### config.mk
export PLATFORM = sky130hd
export DESIGN_NAME = bin_bcd_seq
export DESIGN_NICKNAME = d
export VERILOG_FILES = /design/src/rtl/bin_bcd_pkg.sv /design/src/rtl/bin_bcd_seq_add3.sv /design/src/rtl/bin_bcd_seq.sv
export SDC_FILE = /design/constraint.sdc
export NUM_CORES = 1
export LEC_CHECK = 0
export CORE_ASPECT_RATIO = 1.75
export CORE_MARGIN = 2
export CORE_UTILIZATION = 48
export DETAILED_ROUTE_END_ITERATION = 12
export HOLD_SLACK_MARGIN = 0.1
export PLACE_DENSITY = 0.73
export RECOVER_POWER = 50
export SETUP_SLACK_MARGIN = 0.5
export SLEW_MARGIN = 40
export SYNTH_ARGS = -nofsm -noshare
export SYNTH_HDL_FRONTEND = slang
export SYNTH_HIERARCHICAL = 1
export SYNTH_SLANG_ARGS = --single-unit
### constraint.sdc
create_clock -name clk -period 6.4 [get_ports clk]
set_input_delay 1.6 -clock clk [delete_from_list [all_inputs] [get_ports clk]]
set_output_delay 1.6 -clock clk [all_outputs]
set_load 0.02 [all_outputs]
### src/rtl/bin_bcd_pkg.sv
// Shared types and constants for the sequential binary-to-BCD converter.
package bin_bcd_pkg;

    typedef enum logic [1:0] {IDLE, SHIFT, DONE} bcd_state_t;

    localparam int BCD_DIGIT_W = 4;

    // ceil(bin_w * log10(2)) using a fixed-point log10(2); exact for practical widths
    function automatic int bcd_digits_needed(int bin_w);
        return (bin_w * 30103) / 100000 + 1;
    endfunction

endpackage

### src/rtl/bin_bcd_seq_add3.sv
// Double-dabble digit correction: add 3 to any BCD digit of 5 or more.
module bcd_add3_cell
    import bin_bcd_pkg::*;
(
    input  logic [BCD_DIGIT_W-1:0] d_in,
    output logic [BCD_DIGIT_W-1:0] d_out
);

    assign d_out = (d_in >= BCD_DIGIT_W'(5)) ? d_in + BCD_DIGIT_W'(3) : d_in;

endmodule

### src/rtl/bin_bcd_seq.sv
// Sequential binary-to-BCD converter (shift-and-add-3, one bit per clock).
// Optional macro BI_BCD_SIGNED_EN: two's-complement input and an out_neg sign output.
module bin_bcd_seq
    import bin_bcd_pkg::*;
#(
    parameter int BIN_W  = 32,
    parameter int DIGITS = 10
) (
    input  logic                        clk,
    input  logic                        rst,
    input  logic                        in_valid,
    output logic                        in_ready,
    input  logic [BIN_W-1:0]            in_bin,
    output logic                        out_valid,
    input  logic                        out_ready,
    output logic [BCD_DIGIT_W*DIGITS-1:0] out_bcd,
    output logic                        out_ovf
`ifdef BI_BCD_SIGNED_EN
    ,
    output logic                        out_neg
`endif
);

    localparam int BCD_W       = BCD_DIGIT_W * DIGITS;
    localparam int CNT_W       = $clog2(BIN_W + 1);
    localparam int DIGITS_FULL = bcd_digits_needed(BIN_W);

    if (DIGITS < 1 || DIGITS_FULL < 1 || BIN_W < 4) begin : g_bad_param
        $error("bin_bcd_seq: needs BIN_W >= 4 and DIGITS >= 1");
    end

    bcd_state_t         state_q, state_d;
    logic [BIN_W-1:0]   bin_q, bin_d;
    logic [BCD_W-1:0]   bcd_q, bcd_d;
    logic [CNT_W-1:0]   cnt_q, cnt_d;
    logic               ovf_q, ovf_d;
    logic               in_ready_q, in_ready_d;
    logic               out_valid_q, out_valid_d;
    logic [BCD_W-1:0]   out_bcd_q, out_bcd_d;
    logic               out_ovf_q, out_ovf_d;
`ifdef BI_BCD_SIGNED_EN
    logic               neg_q, neg_d;
    logic               out_neg_q, out_neg_d;
`endif

    logic [BCD_W-1:0]   bcd_adj;
    logic [BCD_W-1:0]   bcd_shift;
    logic [BIN_W-1:0]   bin_load;

    for (genvar k = 0; k < DIGITS; k++) begin : g_add3
        bcd_add3_cell u_add3 (
            .d_in  (bcd_q[BCD_DIGIT_W*k +: BCD_DIGIT_W]),
            .d_out (bcd_adj[BCD_DIGIT_W*k +: BCD_DIGIT_W])
        );
    end

    assign bcd_shift = {bcd_adj[BCD_W-2:0], bin_q[BIN_W-1]};

`ifdef BI_BCD_SIGNED_EN
    // -2^(BIN_W-1) negates to itself, which is the correct unsigned magnitude
    assign bin_load = in_bin[BIN_W-1] ? -in_bin : in_bin;
`else
    assign bin_load = in_bin;
`endif

    always_comb begin
        state_d     = state_q;
        bin_d       = bin_q;
        bcd_d       = bcd_q;
        cnt_d       = cnt_q;
        ovf_d       = ovf_q;
        in_ready_d  = in_ready_q;
        out_valid_d = out_valid_q;
        out_bcd_d   = out_bcd_q;
        out_ovf_d   = out_ovf_q;
`ifdef BI_BCD_SIGNED_EN
        neg_d       = neg_q;
        out_neg_d   = out_neg_q;
`endif
        case (state_q)
            IDLE: begin
                if (in_valid) begin
                    bin_d      = bin_load;
                    bcd_d      = '0;
                    cnt_d      = '0;
                    ovf_d      = 1'b0;
                    out_ovf_d  = 1'b0;
                    in_ready_d = 1'b0;
                    state_d    = SHIFT;
`ifdef BI_BCD_SIGNED_EN
                    neg_d      = in_bin[BIN_W-1];
`endif
                end
            end
            SHIFT: begin
                bcd_d = bcd_shift;
                bin_d = {bin_q[BIN_W-2:0], 1'b0};
                ovf_d = ovf_q | bcd_adj[BCD_W-1];
                cnt_d = cnt_q + CNT_W'(1);
                if (cnt_q == CNT_W'(BIN_W - 1)) begin
                    state_d     = DONE;
                    out_valid_d = 1'b1;
                    out_bcd_d   = bcd_shift;
                    out_ovf_d   = ovf_q | bcd_adj[BCD_W-1];
`ifdef BI_BCD_SIGNED_EN
                    out_neg_d   = neg_q;
`endif
                end
            end
            DONE: begin
                if (out_ready) begin
                    state_d     = IDLE;
                    out_valid_d = 1'b0;
                    in_ready_d  = 1'b1;
                    out_bcd_d   = '0;
`ifdef BI_BCD_SIGNED_EN
                    out_neg_d   = 1'b0;
`endif
                end
            end
            default: begin
                state_d     = IDLE;
                in_ready_d  = 1'b1;
                out_valid_d = 1'b0;
                out_bcd_d   = '0;
            end
        endcase
    end

    always_ff @(posedge clk or posedge rst) begin
        if (rst) begin
            state_q     <= IDLE;
            bin_q       <= '0;
            bcd_q       <= '0;
            cnt_q       <= '0;
            ovf_q       <= 1'b0;
            in_ready_q  <= 1'b1;
            out_valid_q <= 1'b0;
            out_bcd_q   <= '0;
            out_ovf_q   <= 1'b0;
`ifdef BI_BCD_SIGNED_EN
            neg_q       <= 1'b0;
            out_neg_q   <= 1'b0;
`endif
        end else begin
            state_q     <= state_d;
            bin_q       <= bin_d;
            bcd_q       <= bcd_d;
            cnt_q       <= cnt_d;
            ovf_q       <= ovf_d;
            in_ready_q  <= in_ready_d;
            out_valid_q <= out_valid_d;
            out_bcd_q   <= out_bcd_d;
            out_ovf_q   <= out_ovf_d;
`ifdef BI_BCD_SIGNED_EN
            neg_q       <= neg_d;
            out_neg_q   <= out_neg_d;
`endif
        end
    end

    assign in_ready  = in_ready_q;
    assign out_valid = out_valid_q;
    assign out_bcd   = out_bcd_q;
    assign out_ovf   = out_ovf_q;
`ifdef BI_BCD_SIGNED_EN
    assign out_neg   = out_neg_q;
`endif

endmodule

==> results of run 1 <==
## sequential cells by signal (all words and copies together) (netlist names)
| register | count |
|---|---|
| out_valid | 1 |
| bcd_q | 40 |
| out_ovf | 1 |
| state_q | 2 |
| cnt_q | 6 |
| in_ready | 1 |
| bin_q | 32 |
| out_bcd | 40 |
| ovf_q | 1 |
## layout make-up
type | count | area share (%)
Timing Repair Buffer | 88 | 11.8
Clock buffer | 24 | 6.73
Tap cell | 165 | 2.77
Sequential cell | 124 | 41.6
Clock inverter | 7 | 1.48
Multi-Input combinational cell | 357 | 34.5
Inverter | 22 | 1.17
## per-layer routing
layer | part of all wire [%] | global-route usage (%) | up-vias
met4 | 1.2 | 7.73 | 0
met1 | 41 | 25.7 | 2195
met2 | 54 | 36.0 | 95
li1 | - | - | 2083
met3 | 3.4 | 4.90 | 11
met5 | 0 | 0 | -
## stage by stage
step	std cells	total power [mW]	hold slack (ns)	setup slack (ns)
global route	787	4.10	0.505	1.79
detailed placement	756	2.85	0.470	2.87
global placement	751	2.74	0.460	2.54
finish	787	3.83	0.478	1.97
CTS	787	3.87	0.482	3.23
floorplan	537	2.40	0.449	1.50
## cell usage in the layout (no fill, tap or decap), types with 7 or more instances in the layout
| master | instances |
|---|---|
| dfrtp_1 | 123 |
| nand2_1 | 77 |
| clkdlybuf4s50_1 | 75 |
| o21ai_0 | 48 |
| mux2i_1 | 44 |
| a22o_1 | 42 |
| a32o_1 | 40 |
| inv_1 | 21 |
| nand2b_1 | 21 |
| ha_1 | 21 |
| clkbuf_16 | 17 |
| nor2_1 | 14 |
| a21oi_2 | 10 |
| xnor2_1 | 10 |
| o21ai_1 | 10 |
| buf_4 | 7 |
## cell families after synthesis
group / synth area share (%)
compound gates: 19.7
simple gates: 10.0
flops: 52.1
buf+inv: 4.78
mux: 7.39
fa+ha+maj: 4.41
xor+xnor: 1.62
## critical path: stages
cell           delay (ns)
dlygate4sd3_1        0.59
o21ai_0              1.84
buf_4                0.51
a32o_1               0.23
## where the power goes
group	leakage [nW]	switching, mW	total [mW]	internal [mW]
combinational	1.54	0.750	1.48	0.726
sequential	1.60	0.270	1.36	1.09
clock	0.306	0.334	0.994	0.660
total	3.45	1.35	3.83	2.48
## worst paths after layout
kind	end	cells past startpoint
setup / recovery	out_bcd[13]$_DFFE_PP0P_	4
hold / removal	bin_q[30]$_DFFE_PP0P_	2
setup reg to reg	out_bcd[13]$_DFFE_PP0P_	3
hold reg to reg	bin_q[30]$_DFFE_PP0P_	2
max in group asynchronous	in_ready$_DFFE_PP1P_	3
min in group asynchronous	out_bcd[10]$_DFFE_PP0P_	2
==> reports/summary.txt, run 1 <==
Failing checks -> capacitance limit, slew limit
Die footprint -> 13400 um^2
Via Count -> 4384
Antenna viol nets, final -> 0
DP HPWL -> 8790 um
Core Footprint -> 12100 um^2
Mapped Nets -> 594
Asr flop ratio synth -> 100%
H-tree levels -> 4
Worst Skew -> 0.00779 ns
Cells after Synth -> 537
Largest net degree at the start of global routing -> 84
Synth area leader -> dfrtp_1
Die height -> 151 um
GPL Wtd Cong -> 0.761
Synth-to-Final Area Change -> 25.1%
Diodes inserted -> 0
Top_reg_cell synth -> dfrtp_1
Leakage -> 3.45 nW
Worst path required time -> 6.74 ns
Vias in the first global route -> 4555
Drt wl/cell -> 16.5 um
Synth top cells by count -> dfrtp_1 (123), nand2_1 (77), o21ai_0 (47), mux2i_1 (44), a22o_1 (42)
CP endpoint kind -> flop
Worst Hold Class -> flop to flop
CTS sink cnt -> 124
Cts hold-fix bufs -> 0
Period utilisation layout -> 69.2%
Yosys reg bits -> 124
Row cnt -> 53
Initial antenna violation count -> 0
Total Routing Usage GR -> 21.1%
Worst Path Max Fanout -> 21
Max Fclk -> 226 MHz
Root Driver -> clkbuf_16
Synth cell types -> 33
Area of the multi-input gates -> 2570 um^2
Aggregate global routing overflow -> 0
Outcome -> complete, but fails checks
Port Buffers -> 78
IO Pins -> 79
Count leader, synth -> dfrtp_1
Synth area leaders -> dfrtp_1 (52%), mux2i_1 (7.4%), a32o_1 (6.7%)
Reg clk slew, reported paths -> 0.05 ns
Initial Util -> 49.4%
Slew @ Worst Pin -> 2.44 ns
CTS Buf Count -> 17
WS Path Type -> primary input to flop
Sequential area share after synthesis -> 52.1%
Post-route DRC -> 0
Worst path arrival time -> 4.77 ns
Final setup fails -> 0
Total of max-cap violations -> 2
Hold Startpoint -> bin_q[30]$_DFFE_PP0P_
RSZ-0062 raised after global routing -> false
EDFF count, synth -> 0
Layout cell share with drive strength beyond 1 -> 8.84%
Reg-to-reg slack, setup -> 3.17 ns
Final Hold Fails -> 0
Clock latency on the worst-skew pair -> 0.41 ns
Max Root-Sink Buffers -> 2
Sequential cell area -> 3100 um^2
Filler cells -> 978
Die Wd -> 88.3 um
DR vias/cell -> 5.57
Synth Cell Area -> 5960 um^2
Final net count -> 667
Area share of the largest cell type after synthesis -> 51.6%
Post-CTS setup buffers -> 0
Final TNS setup -> 0 ns
TritonCTS clock tree -> built
Post_cts resized -> 0
Area after DPL -> 6880 um^2
Max-slew violations -> 43
Critical R2R Launch -> state_q[0]$_DFFE_PP0P_
Fin crit period -> 4.43 ns
Total length of routed wires -> 13000 um
CP Launch Point -> out_ready
Finished Core Util -> 61.8%
Synth Warn # -> 6
VDD IR max -> 247 uV
Initial drt markers -> 192
Max-slew headroom -> -64.3%
Synth Area per Inst -> 11.1 um^2
Post-Layout Inst Area -> 7460 um^2
Kind of start point of the critical path -> primary input
Pwr Density -> 514 nW/um^2
Drt pass-1 iters -> 5
First-pass GRT wire length -> 21900 um
(Power assumes the default switching activity.)
==> inputs of run 2 (changes only) <==
==> constraint.sdc (replaced) <==
create_clock -name clk -period 4.6 [get_ports clk]
set_input_delay 1.15 -clock clk [delete_from_list [all_inputs] [get_ports clk]]
set_output_delay 1.15 -clock clk [all_outputs]
set_load 0.02 [all_outputs]
==> run 2 against run 1 <==
Compared with the run above:
- the run now ends clean
- sequential share of layout area increased by 0.50 points
- non-clock buffer count decreased by 3
- global-route usage decreased by 0.56 points
- worst hold slack improved by 0.0036 ns
- routed wire length decreased by 1.4%
- clock power increased by 27%
- flip-flop and latch count unchanged
- clock-buffer cell count decreased by 1
- critical path type is now flop to flop
- largest cell class unchanged
- highest routed layer unchanged
==> reports/summary.txt, run 2 (synthesis results as in run 1) <==
Final TNS setup -> 0 ns (unchanged)
RSZ-0062 raised after global routing -> false (unchanged)
Diodes inserted -> 0 (unchanged)
Final Hold Fails -> 0 (unchanged)
DR vias/cell -> 5.61 (was 5.57)
Core Footprint -> 12100 um^2 (unchanged)
Post_cts resized -> 0 (unchanged)
Hold Startpoint -> bin_q[17]$_DFFE_PP0P_ (was bin_q[30]$_DFFE_PP0P_)
CTS sink cnt -> 124 (unchanged)
Outcome -> completed (was complete, but fails checks)
Drt wl/cell -> 16.3 um (was 16.5 um)
Hold depth -> 2 (unchanged)
Initial antenna violation count -> 0 (unchanged)
Most frequent cells in the layout -> dfrtp_1 (123), nand2_1 (77), clkdlybuf4s50_1 (75) (unchanged)
Die Wd -> 88.3 um (unchanged)
Critical R2R Launch -> state_q[0]$_DFFE_PP0P_ (unchanged)
Worst Path Max Fanout -> 28 (was 21)
Clock latency on the worst-skew pair -> 0.41 ns (about the same)
Worst Hold Class -> flop to flop (unchanged)
Layout cell share with drive strength beyond 1 -> 8.06% (was 8.84%)
Total Routing Usage GR -> 20.5% (was 21.1%)
Drt pass-1 iters -> 4 (was 5)
Initial Util -> 49.4% (unchanged)
Vias in the first global route -> 4397 (was 4555)
Filler cells -> 1007 (was 978)
Aggregate global routing overflow -> 0 (unchanged)
H-tree levels -> 4 (unchanged)
Max-slew violations -> 0 (was 43)
Cts hold-fix bufs -> 0 (unchanged)
Worst path arrival time -> 3.49 ns (was 4.77 ns)
Die footprint -> 13400 um^2 (unchanged)
Commonest non-fill, non-tap cell in the layout -> dfrtp_1 (unchanged)
Largest net degree at the start of global routing -> 125 (was 84)
WS Path Type -> flop to flop (was primary input to flop)
Period utilisation layout -> 68.4%
Antenna viol nets, final -> 0 (unchanged)
Root Driver -> clkbuf_16 (unchanged)
Die height -> 151 um (unchanged)
Kind of start point of the critical path -> flop (was primary input)
Total power -> 5.18 mW (was 3.83 mW)
Worst path required time -> 4.94 ns (was 6.74 ns)
Reg clk slew, reported paths -> 0.06 ns (was 0.05 ns)
Port Buffers -> 78 (unchanged)
Worst Skew -> 0.00729 ns (was 0.00779 ns)
Post-CTS setup buffers -> 0 (unchanged)
Initial drt markers -> 210 (was 192)
Total length of routed wires -> 12800 um (was 13000 um)
Fin crit period -> 3.15 ns
VDD IR max -> 380 uV (was 247 uV)
GPL Wtd Cong -> 0.787 (was 0.761)
Row cnt -> 53 (unchanged)
RR Endpoint -> out_bcd[28]$_DFFE_PP0P_ (was out_bcd[13]$_DFFE_PP0P_)
Leakage -> 3.40 nW (was 3.45 nW)
IO Pins -> 79 (unchanged)
Synth-to-Final Area Change -> 23.6% (was 25.1%)
Slew @ Worst Pin -> 1.34 ns (was 2.44 ns)
Final setup fails -> 0 (unchanged)
Hold worst-path end -> bin_q[17]$_DFFE_PP0P_ (was bin_q[30]$_DFFE_PP0P_)
CTS Buf Count -> 17 (unchanged)
First-pass GRT wire length -> 21100 um (was 21900 um)
Max Root-Sink Buffers -> 2 (unchanged)
Via Count -> 4402 (was 4384)
TritonCTS clock tree -> built (unchanged)
Post-route DRC -> 0 (unchanged)
Final net count -> 664 (was 667)
Max Fclk -> 318 MHz
DP HPWL -> 8380 um (was 8790 um)
CP endpoint kind -> flop (unchanged)
Reg-to-reg slack, setup -> 1.45 ns (was 3.17 ns)
Max-slew headroom -> 10.7% (was -64.3%)
Total of max-cap violations -> 0 (was 2)
Reg2Reg Depth -> 4 (was 3)
Pwr Density -> 702 nW/um^2 (was 514 nW/um^2)
==> run 2: cell types whose count changed in the layout (fill, tap and decap cells not counted) <==
| cell | previous run | this run |
|---|---|---|
| buf_4 | 7 | 3 |
| clkinv_2 | 4 | 7 |
| clkbuf_1 | 3 | 7 |
| o21ai_2 | 0 | 1 |
| clkbuf_8 | 5 | 1 |
| bufinv_16 | 3 | 2 |
| inv_6 | 1 | 0 |
| nor4b_1 | 0 | 1 |
| nor4b_4 | 1 | 0 |
| o21bai_4 | 0 | 1 |
| o21bai_1 | 1 | 0 |
| o21ai_0 | 48 | 47 |
| clkinvlp_2 | 0 | 1 |
==> run 2: how the worst max path moves through the flow <==
stage	cells past startpoint	start	endpoint
6_report	4	state_q[0]$_DFFE_PP0P_	out_bcd[28]$_DFFE_PP0P_
4_1_cts	1	in_ready$_DFFE_PP1P_	in_ready
2_1_floorplan	1	rst	bcd_q[0]$_DFFE_PP0P_
3_5_place_dp	4	in_valid	bin_q[21]$_DFFE_PP0P_
5_1_grt	4	state_q[0]$_DFFE_PP0P_	out_bcd[30]$_DFFE_PP0P_
3_3_place_gp	5	in_valid	cnt_q[2]$_DFFE_PP0P_
==> run 2: metal layers <==
layer	GRT usage (%)	part of all wire, %	vias up
met5	0	0	-
met4	7.05	1.6	0
met3	5.72	3.8	13
met2	35.8	55	103
met1	23.9	39	2216
li1	-	-	2070
==> run 2: cell type report <==
class                   count  area, um^2  share of cell area [%]
well taps                 165         206                    2.80
repair buffers             85         851                    11.5
multi-input cells         357        2570                    34.9
flip-flops and latches    124        3100                    42.1
inverters                  22        83.8                    1.14
clock inverters             9        95.1                    1.29
clock buffers              23         458                    6.21
==> run 2: per-stage QoR <==
stage | utilization (%) | hold WS, ns | worst slack, ns | area, um^2 | instances
after global routing | 61.1 | 0.511 | 1.07 | 7370 | 785
after detailed placement | 56.6 | 0.470 | 1.61 | 6840 | 752
after floorplan | - | 0.449 | 1.93 | 5970 | 537
after CTS | 61.2 | 0.482 | 1.88 | 7390 | 784
after global placement | 56.6 | 0.461 | 1.64 | 6840 | 752
final | 61.1 | 0.482 | 1.45 | 7370 | 785
==> run 2: critical path, stage by stage (launching register included) <==
cell      delay, ns
dfrtp_1        0.63
nand2b_4       0.14
nor4b_1        0.99
clkbuf_1       1.05
a32o_1         0.26
==> run 2: where the power goes <==
| part | total [mW] | internal [mW] | switching [mW] |
|---|---|---|---|
| Combinational | 2.03 | 0.997 | 1.03 |
| Clock | 1.26 | 0.804 | 0.455 |
| Sequential | 1.89 | 1.52 | 0.370 |
